===== src/rtl/arith_pkg.sv =====
// arith_pkg: shared opcode, operand-select and FSM state types for the arithmetic unit
package arith_pkg;
    typedef enum logic [1:0] {ADD, SUB, MUL, DIV} opcode_t;
    typedef enum logic [1:0] {M_REGB, M_MEM, M_IMM, M_ZERO} movi_t;
    typedef enum logic [1:0] {IDLE, MUL_WAIT, DIV_RUN} state_t;
    localparam int MUL_CNT_W = 4;
endpackage


===== src/rtl/seq_divider.sv =====
// seq_divider: unsigned restoring divider, one quotient bit per cycle, done pulses WIDTH cycles after start
module seq_divider #(
    parameter int WIDTH = 32
) (
    input  logic             CLK,
    input  logic             RST_N,
    input  logic             start,
    input  logic [WIDTH-1:0] dividend,
    input  logic [WIDTH-1:0] divisor,
    output logic             busy,
    output logic             done,
    output logic [WIDTH-1:0] quotient
);
    localparam int CW = $clog2(WIDTH + 1);
    logic [WIDTH-1:0] q, d, rem;
    logic [CW-1:0]    cnt;
    logic [WIDTH:0]   r_sh, diff;
    assign r_sh     = {rem, q[WIDTH-1]};
    assign diff     = r_sh - {1'b0, d};
    assign busy     = cnt != '0;
    assign quotient = q;
    always_ff @(posedge CLK or negedge RST_N) begin
        if (!RST_N) begin
            q    <= '0;
            d    <= '0;
            rem  <= '0;
            cnt  <= '0;
            done <= 1'b0;
        end else begin
            done <= 1'b0;
            if (start) begin
                q   <= dividend;
                d   <= divisor;
                rem <= '0;
                cnt <= CW'(WIDTH);
            end else if (busy) begin
                rem  <= diff[WIDTH] ? r_sh[WIDTH-1:0] : diff[WIDTH-1:0];
                q    <= {q[WIDTH-2:0], ~diff[WIDTH]};
                cnt  <= cnt - 1'b1;
                done <= cnt == CW'(1);
            end
        end
    end
endmodule


===== src/rtl/pipelined_arith_unit.sv =====
// pipelined_arith_unit: ADD/SUB/MUL/DIV with latched operands, READY back-pressure and sequential divider
module pipelined_arith_unit
    import arith_pkg::*;
#(
    parameter int WIDTH       = 32,
    parameter int MUL_LATENCY = 3
) (
    input  logic             CLK,
    input  logic             RST_N,
    input  logic             ACT,
    output logic             READY,
    input  logic [1:0]       OP_CODE,
    input  logic [1:0]       MOVI,
    input  logic             SIGNED,
    input  logic [WIDTH-1:0] REG_A,
    input  logic [WIDTH-1:0] REG_B,
    input  logic [WIDTH-1:0] MEM,
    input  logic [WIDTH-1:0] IMM,
    output logic [WIDTH-1:0] DATA,
    output logic             DATA_VALID,
    output logic             DIV_ZERO
);
    state_t                 state, state_nxt;
    opcode_t                op, op_q;
    movi_t                  movi;
    logic [WIDTH-1:0]       b_sel, a_q, b_q, a_mag, b_mag, quotient, div_res, res;
    logic [MUL_CNT_W-1:0]   cnt;
    logic                   accept, b_zero, pend, div0_q, neg_q, div_start, div_busy, div_done, div_fin, mul_fin;
    assign op        = opcode_t'(OP_CODE);
    assign movi      = movi_t'(MOVI);
    assign b_sel     = movi == M_REGB ? REG_B : movi == M_MEM ? MEM : movi == M_IMM ? IMM : '0;
    assign b_zero    = b_sel == '0;
    assign READY     = state == IDLE && !div_busy;
    assign accept    = ACT && READY;
    assign a_mag     = (SIGNED && REG_A[WIDTH-1]) ? -REG_A : REG_A;
    assign b_mag     = (SIGNED && b_sel[WIDTH-1]) ? -b_sel : b_sel;
    assign div_start = accept && op == DIV && !b_zero;
    assign div_res   = neg_q ? -quotient : quotient;
    assign div_fin   = state == DIV_RUN && div_done;
    assign mul_fin   = state == MUL_WAIT && cnt == MUL_CNT_W'(MUL_LATENCY - 1);
    always_comb res = op_q == ADD ? a_q + b_q : op_q == SUB ? a_q - b_q : op_q == MUL ? a_q * b_q : '0;
    seq_divider #(.WIDTH(WIDTH)) u_div (
        .CLK      (CLK),
        .RST_N    (RST_N),
        .start    (div_start),
        .dividend (a_mag),
        .divisor  (b_mag),
        .busy     (div_busy),
        .done     (div_done),
        .quotient (quotient)
    );
    always_ff @(posedge CLK or negedge RST_N) begin
        if (!RST_N) state <= IDLE;
        else        state <= state_nxt;
    end
    always_comb begin
        state_nxt = state;
        case (state)
            IDLE:     state_nxt = (accept && op == MUL && MUL_LATENCY > 1) ? MUL_WAIT : div_start ? DIV_RUN : IDLE;
            MUL_WAIT: state_nxt = mul_fin ? IDLE : MUL_WAIT;
            DIV_RUN:  state_nxt = div_done ? IDLE : DIV_RUN;
            default:  state_nxt = IDLE;
        endcase
    end
    // pend marks a result due on the next edge, computed from the captured operands
    always_ff @(posedge CLK or negedge RST_N) begin
        if (!RST_N) begin
            op_q       <= ADD;
            a_q        <= '0;
            b_q        <= '0;
            neg_q      <= 1'b0;
            div0_q     <= 1'b0;
            pend       <= 1'b0;
            cnt        <= '0;
            DATA       <= '0;
            DATA_VALID <= 1'b0;
            DIV_ZERO   <= 1'b0;
        end else begin
            DATA_VALID <= pend || div_fin;
            DIV_ZERO   <= pend && div0_q;
            DATA       <= pend ? res : div_fin ? div_res : DATA;
            pend       <= mul_fin || (accept && (op == ADD || op == SUB || (op == DIV && b_zero)
                                                 || (op == MUL && MUL_LATENCY == 1)));
            cnt        <= state == MUL_WAIT ? cnt + 1'b1 : MUL_CNT_W'(1);
            if (accept) begin
                op_q   <= op;
                a_q    <= REG_A;
                b_q    <= b_sel;
                neg_q  <= SIGNED && (REG_A[WIDTH-1] ^ b_sel[WIDTH-1]);
                div0_q <= op == DIV && b_zero;
            end
        end
    end
endmodule

===== config.mk =====
export PLATFORM = sky130hd
export DESIGN_NAME = pipelined_arith_unit
export DESIGN_NICKNAME = d
export VERILOG_FILES = /design/src/rtl/arith_pkg.sv /design/src/rtl/seq_divider.sv /design/src/rtl/pipelined_arith_unit.sv
export SDC_FILE = /design/constraint.sdc
export NUM_CORES = 2
export LEC_CHECK = 0
export BUFFER_PORTS_ARGS = -buffer_cell sky130_fd_sc_hd__buf_4
export CAP_MARGIN = 5
export CORE_ASPECT_RATIO = 2
export CORE_MARGIN = 10
export CORE_UTILIZATION = 55
export DETAILED_ROUTE_END_ITERATION = 16
export HOLD_SLACK_MARGIN = 0.12
export PLACE_DENSITY_LB_ADDON = 0.12
export RECOVER_POWER = 25
export SKIP_CTS_REPAIR_TIMING = 1
export SLEW_MARGIN = 20
export SYNTH_ARGS = -nofsm -noshare
export SYNTH_HDL_FRONTEND = slang
export SYNTH_SLANG_ARGS = --single-unit

===== constraint.sdc =====
create_clock -name CLK -period 6.2 [get_ports CLK]
set_input_delay 0 -clock CLK [delete_from_list [all_inputs] [get_ports CLK]]
set_output_delay 0 -clock CLK [all_outputs]
set_load 0.01 [all_outputs]

After elaboration in Yosys (flattened, before gate mapping) --
Cells that the tools add are included.
Word-level totals: register bits after elaboration 212, output and inout port bits 35
Operators by class: multipliers 1, add/sub/neg operators 8, reduce and logical (&&, ||, !) cells 27, bitwise logic cells 2, equality and inequality tests 11, multiplexer cells 26
Operators by type and width (number):
- 2-to-1 mux 32 bit | 16
- negator 32 bit | 3
- subtractor 33 x 32 -> 33 bit | 1
- adder 32 bit | 1
- zero test 32 bit | 1
- multiplier 32 x 32 -> 32 bit | 1
- subtractor 32 bit | 1
- logical AND 1 bit | 13
- 2-to-1 mux 6 bit | 2
- == test 2 bit (second input constant) | 5
- == test 2 x 1 -> 1 bit (second input constant) | 4
- zero test 2 bit | 4
- == test 6 x 1 -> 1 bit (second input constant) | 1
- 2-to-1 mux 2 bit | 3
- one-hot mux 2 bit (3 select lines) | 1
- nonzero test 6 bit | 1
- subtractor 6 x 1 -> 6 bit (second input constant) | 1
- adder 4 x 1 -> 4 bit (second input constant) | 1
- == test 4 x 2 -> 1 bit (second input constant) | 1
- logical OR 1 bit | 4
- 2-to-1 mux 4 bit | 1
- nonzero test 2 bit | 2
- 2-to-1 mux 1 bit | 3
- zero test 1 bit | 2
- 2 further kinds | 2

Longest topological paths before layout --
depth in word-level cells 10, depth in mapped cells 29, depth with buffers taken out 27

Modules after synthesis --
Synthesis repeated with hierarchy kept, for this count alone.
Unflattened totals: cells, all modules 3836, area total of the unflattened synthesis 32288.5 sq um
Modules (own cells, without submodules):
- pipelined_arith_unit | area an instance 25734.7 sq um, seq. area each 2727.6 sq um, cells an instance 3081, instances 1
- seq_divider | area an instance 6553.8 sq um, seq. area each 2577.5 sq um, cells an instance 755, instances 1

Least setup slack after synthesis --
Ideal clock, no wire load.
kind reg-to-reg, start register b_q[2], end register DATA[31], setup time 143 ps, arrival time 6732 ps, slack -675 ps, stages on the path, launching flop included 26, required time 6057 ps, cells stage by stage dfrtp_1 -> clkbuf_1 -> clkbuf_1 -> and2_1 -> fa_1 -> inv_1 -> fa_1 -> fa_1 -> fa_1 -> inv_1 -> fa_1 -> inv_1 -> fa_1 -> inv_1 -> fa_1 -> fa_1 -> ha_1 -> a21o_1 -> a21o_1 -> a221o_1 -> nand4_1 -> a211oi_1 -> o31a_1 -> xnor2_1 -> nand3_1 -> o221ai_1
Between the ends: word-level cells in the longest chain between the ends 5, elaborated cells between the ends (all ways) 7
Ends and longest elaborated chain:
- from (decl) | line pipelined_arith_unit.sv:26 | logic [WIDTH-1:0] b_sel, a_q, b_q, a_mag, b_mag, quotient, div_res, res;
- from (signal assigned) | line pipelined_arith_unit.sv:88 | b_q <= b_sel;
- multiplier 32 x 32 -> 32 bit | line pipelined_arith_unit.sv:41 | always_comb res = op_q == ADD ? a_q + b_q : op_q == SUB ? a_q - b_q : op_q == MUL ? a_q * b_q : '0;
- 2-to-1 mux 32 bit (2 in a row) | line pipelined_arith_unit.sv:41
- 2-to-1 mux 32 bit * | line pipelined_arith_unit.sv:41
- 2-to-1 mux 32 bit * | line pipelined_arith_unit.sv:81 | DATA <= pend ? res : div_fin ? div_res : DATA;
- to (signal assigned) | line pipelined_arith_unit.sv:81
- to (decl) | line pipelined_arith_unit.sv:19 | output logic [WIDTH-1:0] DATA,
Every way passes the cells marked *; elsewhere a longest branch is shown, timed or not. A chain may end at the register's enable or synchronous reset.

Worst setup path in the final report --
start register b_q[3], end register DATA[31]
The elaborated chain is that of the path after synthesis.

==> results_dict.tcl <==
set metrics [dict create \
    drtIter0Drc 2136 \
    cp_max_fo 6 \
    clkTransAtPathRegs_ns 0.07 \
    via_per_inst 5.840 \
    syn-cell-area_um2 31500 \
    grt_overflow 0 \
    fin_nets 4856 \
    r2r_start "b_q[3]$_DFFE_PN0P_" \
    max_stage_delay_ns 0.54 \
    yosysWarnings 0 \
    violations "capacitance limit, slew limit, setup timing" \
    hp-start "MEM[7]" \
    clock_skew_ns 0.03228 \
    vias 28382 \
    synth_async_sr_flop_share_pct 100.0 \
    synth_most_common_cell "nand2_1" \
    rsz0062_at_grt "true" \
    final.setup.tns_ns -10.61 \
    drive_above_1_share_pct 15.33 \
    cp_num_buf_inv 5 \
    cap_violations 2 \
    crit_start "b_q[3]$_DFFE_PN0P_" \
    io_pins 171 \
    relSlewSlack_pct -189.8 \
    place_ws_ns -1.257 \
    synthToLayoutAreaGrowth_pct 19.58 \
    fin_crit_ns 7.123 \
    post-route-util_pct 66.16 \
    yosysTopAreaCellShare_pct 26.12 \
    cts_inserted_buffers 24 \
    tightest_slew_ns 4.346 \
    hold_viol_final 0 \
    core_area_um2 56940 \
    synthFlopType "dfrtp_1" \
    crit_path_end "DATA[31]$_DFFE_PN0P_" \
    crit_family "adder cells" \
    tritoncts "done" \
    yosys-top-cells-area "fa_1 26%, dfrtp_1 17%, ha_1 8.9%, nand2_1 6.4%, inv_1 5.8%" \
    rows 124 \
    syn_avg_cell_area_um2 8.528 \
    period_share_pct 114.9 \
    die_w_um 189.2 \
    netlist_instances 3694 \
    synth_top_area_cell "fa_1" \
    post-dp-hpwl_um 95210 \
    r2r-end "DATA[31]$_DFFE_PN0P_" \
    die_area_um2 67830 \
    port_buffers 170 \
    wire_per_inst_um 24.24 \
    gp_congestion 1.012 \
    setup_viol 19 \
    cp.required_ns 6.66 \
    status "complete, but fails checks" \
    drv_slew 214 \
    fin_ws_ns -0.9232 \
    critical_path_class "reg2reg" \
    synth_fp_nets 4465 \
    path_depth 24 \
    cts.sinks 212 \
    rrSetupSlack_ns -0.92 \
    hp-class "in2reg" \
    drcViolationCount 0 \
    clock_insertion_delay_worst_skew_ns 0.58 \
    drtAntennaViolNets 0 \
    crit_top_cell "fa_1" \
    synth_edf_count 0 \
    arrival_ns 7.58 \
    htree_levels 1 \
    max_freq_mhz 140.4 \
    clockBufferDepth 3 \
    synth-seq-cells 212 \
    antenna_found_initial 4 \
    grt_max_degree 150 \
    root_buffer "clkbuf_16" \
    start_util_pct 55.33 \
    cp-end-kind "flip-flop" \
    worst_path_max_delay_cell "fa_1" \
    path_cells "buf_12 -> clkbuf_16 -> and2_4 -> fa_1 -> inv_1 -> fa_2 -> fa_1 -> fa_1 -> inv_2 -> fa_1 -> ha_4 -> fa_1 -> fa_1 -> ha_4 -> o211ai_1 -> buf_4 -> a221oi_4 -> a221o_1 -> nand4_1 -> a211oi_2 -> o31a_1 -> xnor2_2 -> nand3_1 -> o221ai_2" \
    die_y_um 358.5 \
    seq_area_frac_synth_pct 16.84 \
    first_pass_iters 7 \
    synth_commonest_cells "533 x nand2_1, 490 x inv_1, 411 x fa_1, 267 x and2_1, 224 x ha_1" \
    grt_pass1_vias 29546 \
    synth.distinct_cells 80 \
    critPathLaunchType "flip-flop" \
    grt.total_usage_pct 34.13 \
    wirelength_um 117800 \
    r2r.worst_path.cells 24 \
    grt_pass1_wl_um 175600 \
]
cell usage in the layout, fill, tap and decap left out, types with 93 or more instances in the layout:
master | netlist | final
inv_1 | 490 | 482
dfrtp_1 | 212 | 199
and2_1 | 267 | 253
fa_1 | 411 | 401
buf_4 | 7 | 420
ha_1 | 224 | 200
a21oi_1 | 148 | 143
nand2_1 | 533 | 531
xnor2_1 | 136 | 130
o21ai_0 | 220 | 213
xor2_1 | 93 | 93
nor2_1 | 208 | 204
final cells by class:
type                    count  area, um^2
fillers                  4930       19270
inverters                 491        1843
well taps                 756       945.9
clock inverters            10       117.6
flip-flops and latches    212        5321
diodes                      2       5.005
multi-input cells        2803       24230
clock buffers              33       715.7
repair buffers            553        4489
flip-flops by register name, indices dropped and copies added (netlist names):
register and cells:
u_div.d 32, u_div.cnt 6, b_q 32, u_div.rem 32, DIV_ZERO 1, neg_q 1, u_div.quotient 32, div0_q 1
u_div.done 1, op_q 2, a_q 32, pend 1, DATA_VALID 1, cnt 4, state 2, DATA 32
routing by layer:
| metal | global-route usage, % | wire, um | up-vias |
|---|---|---|---|
| li1 | - | - | 12674 |
| met1 | 37.42 | 41130 | 14075 |
| met2 | 60.90 | 60230 | 1235 |
| met3 | 3.476 | 6707 | 396 |
| met4 | 23.84 | 9707 | 2 |
| met5 | 0 | 13 | - |
worst min-delay path by stage:
| stage | endpoint | slack [ns] | depth (start not counted) |
|---|---|---|---|
| finish | u_div.d[7]$_DFFE_PN0P_ | 0.06 | 6 |
| detailed placement | u_div.cnt[1]$_DFFE_PN0P_ | 0.007 | 1 |
| global placement | u_div.cnt[5]$_DFFE_PN0P_ | -0.006 | 1 |
| CTS | DATA_VALID$_DFF_PN0_ | -0.60 | 1 |
| floorplan | DATA[0]$_DFFE_PN0P_ | -0.30 | 0 |
| global route | u_div.d[7]$_DFFE_PN0P_ | 0.13 | 6 |
through the flow:
stage          hold slack (ns)  cell area (um^2)  instances
2_1_floorplan          -0.2956             31630       3694
3_3_place_gp         -0.005846             35640       4740
3_5_place_dp          0.007110             35640       4740
4_1_cts                -0.5999             36470       4783
5_1_grt                 0.1285             37670       4858
6_report               0.05621             37670       4860
kinds of logic after synthesis:
group | Yosys count | synth area share (%)
adder cells (fa/ha/maj) | 635 | 35.01
XOR/XNOR | 229 | 6.367
multiplexers | 62 | 1.974
AND/OR/NAND/NOR | 1219 | 18.27
AO/OA/AOI/OAI | 658 | 13.31
buffers and inverters | 679 | 8.233
flip-flops | 212 | 16.84
worst register-to-register path, cell delays in order (launching register included):
cell and delay, ns:
dfrtp_2 0.45, buf_12 0.14, clkbuf_16 0.16, and2_4 0.16
fa_1 0.51, inv_1 0.06, fa_2 0.40, fa_1 0.48
fa_1 0.51, inv_2 0.04, fa_1 0.54, ha_4 0.23
fa_1 0.47, fa_1 0.54, ha_4 0.31, o211ai_1 0.08
buf_4 0.15, a221oi_4 0.42, a221o_1 0.28, nand4_1 0.19
a211oi_2 0.33, o31a_1 0.20, xnor2_2 0.13, nand3_1 0.11
o221ai_2 0.11
Power is left out: the tool's default activity adds up to more than one toggle a clock period on the data nets, which glitch-free logic cannot reach.
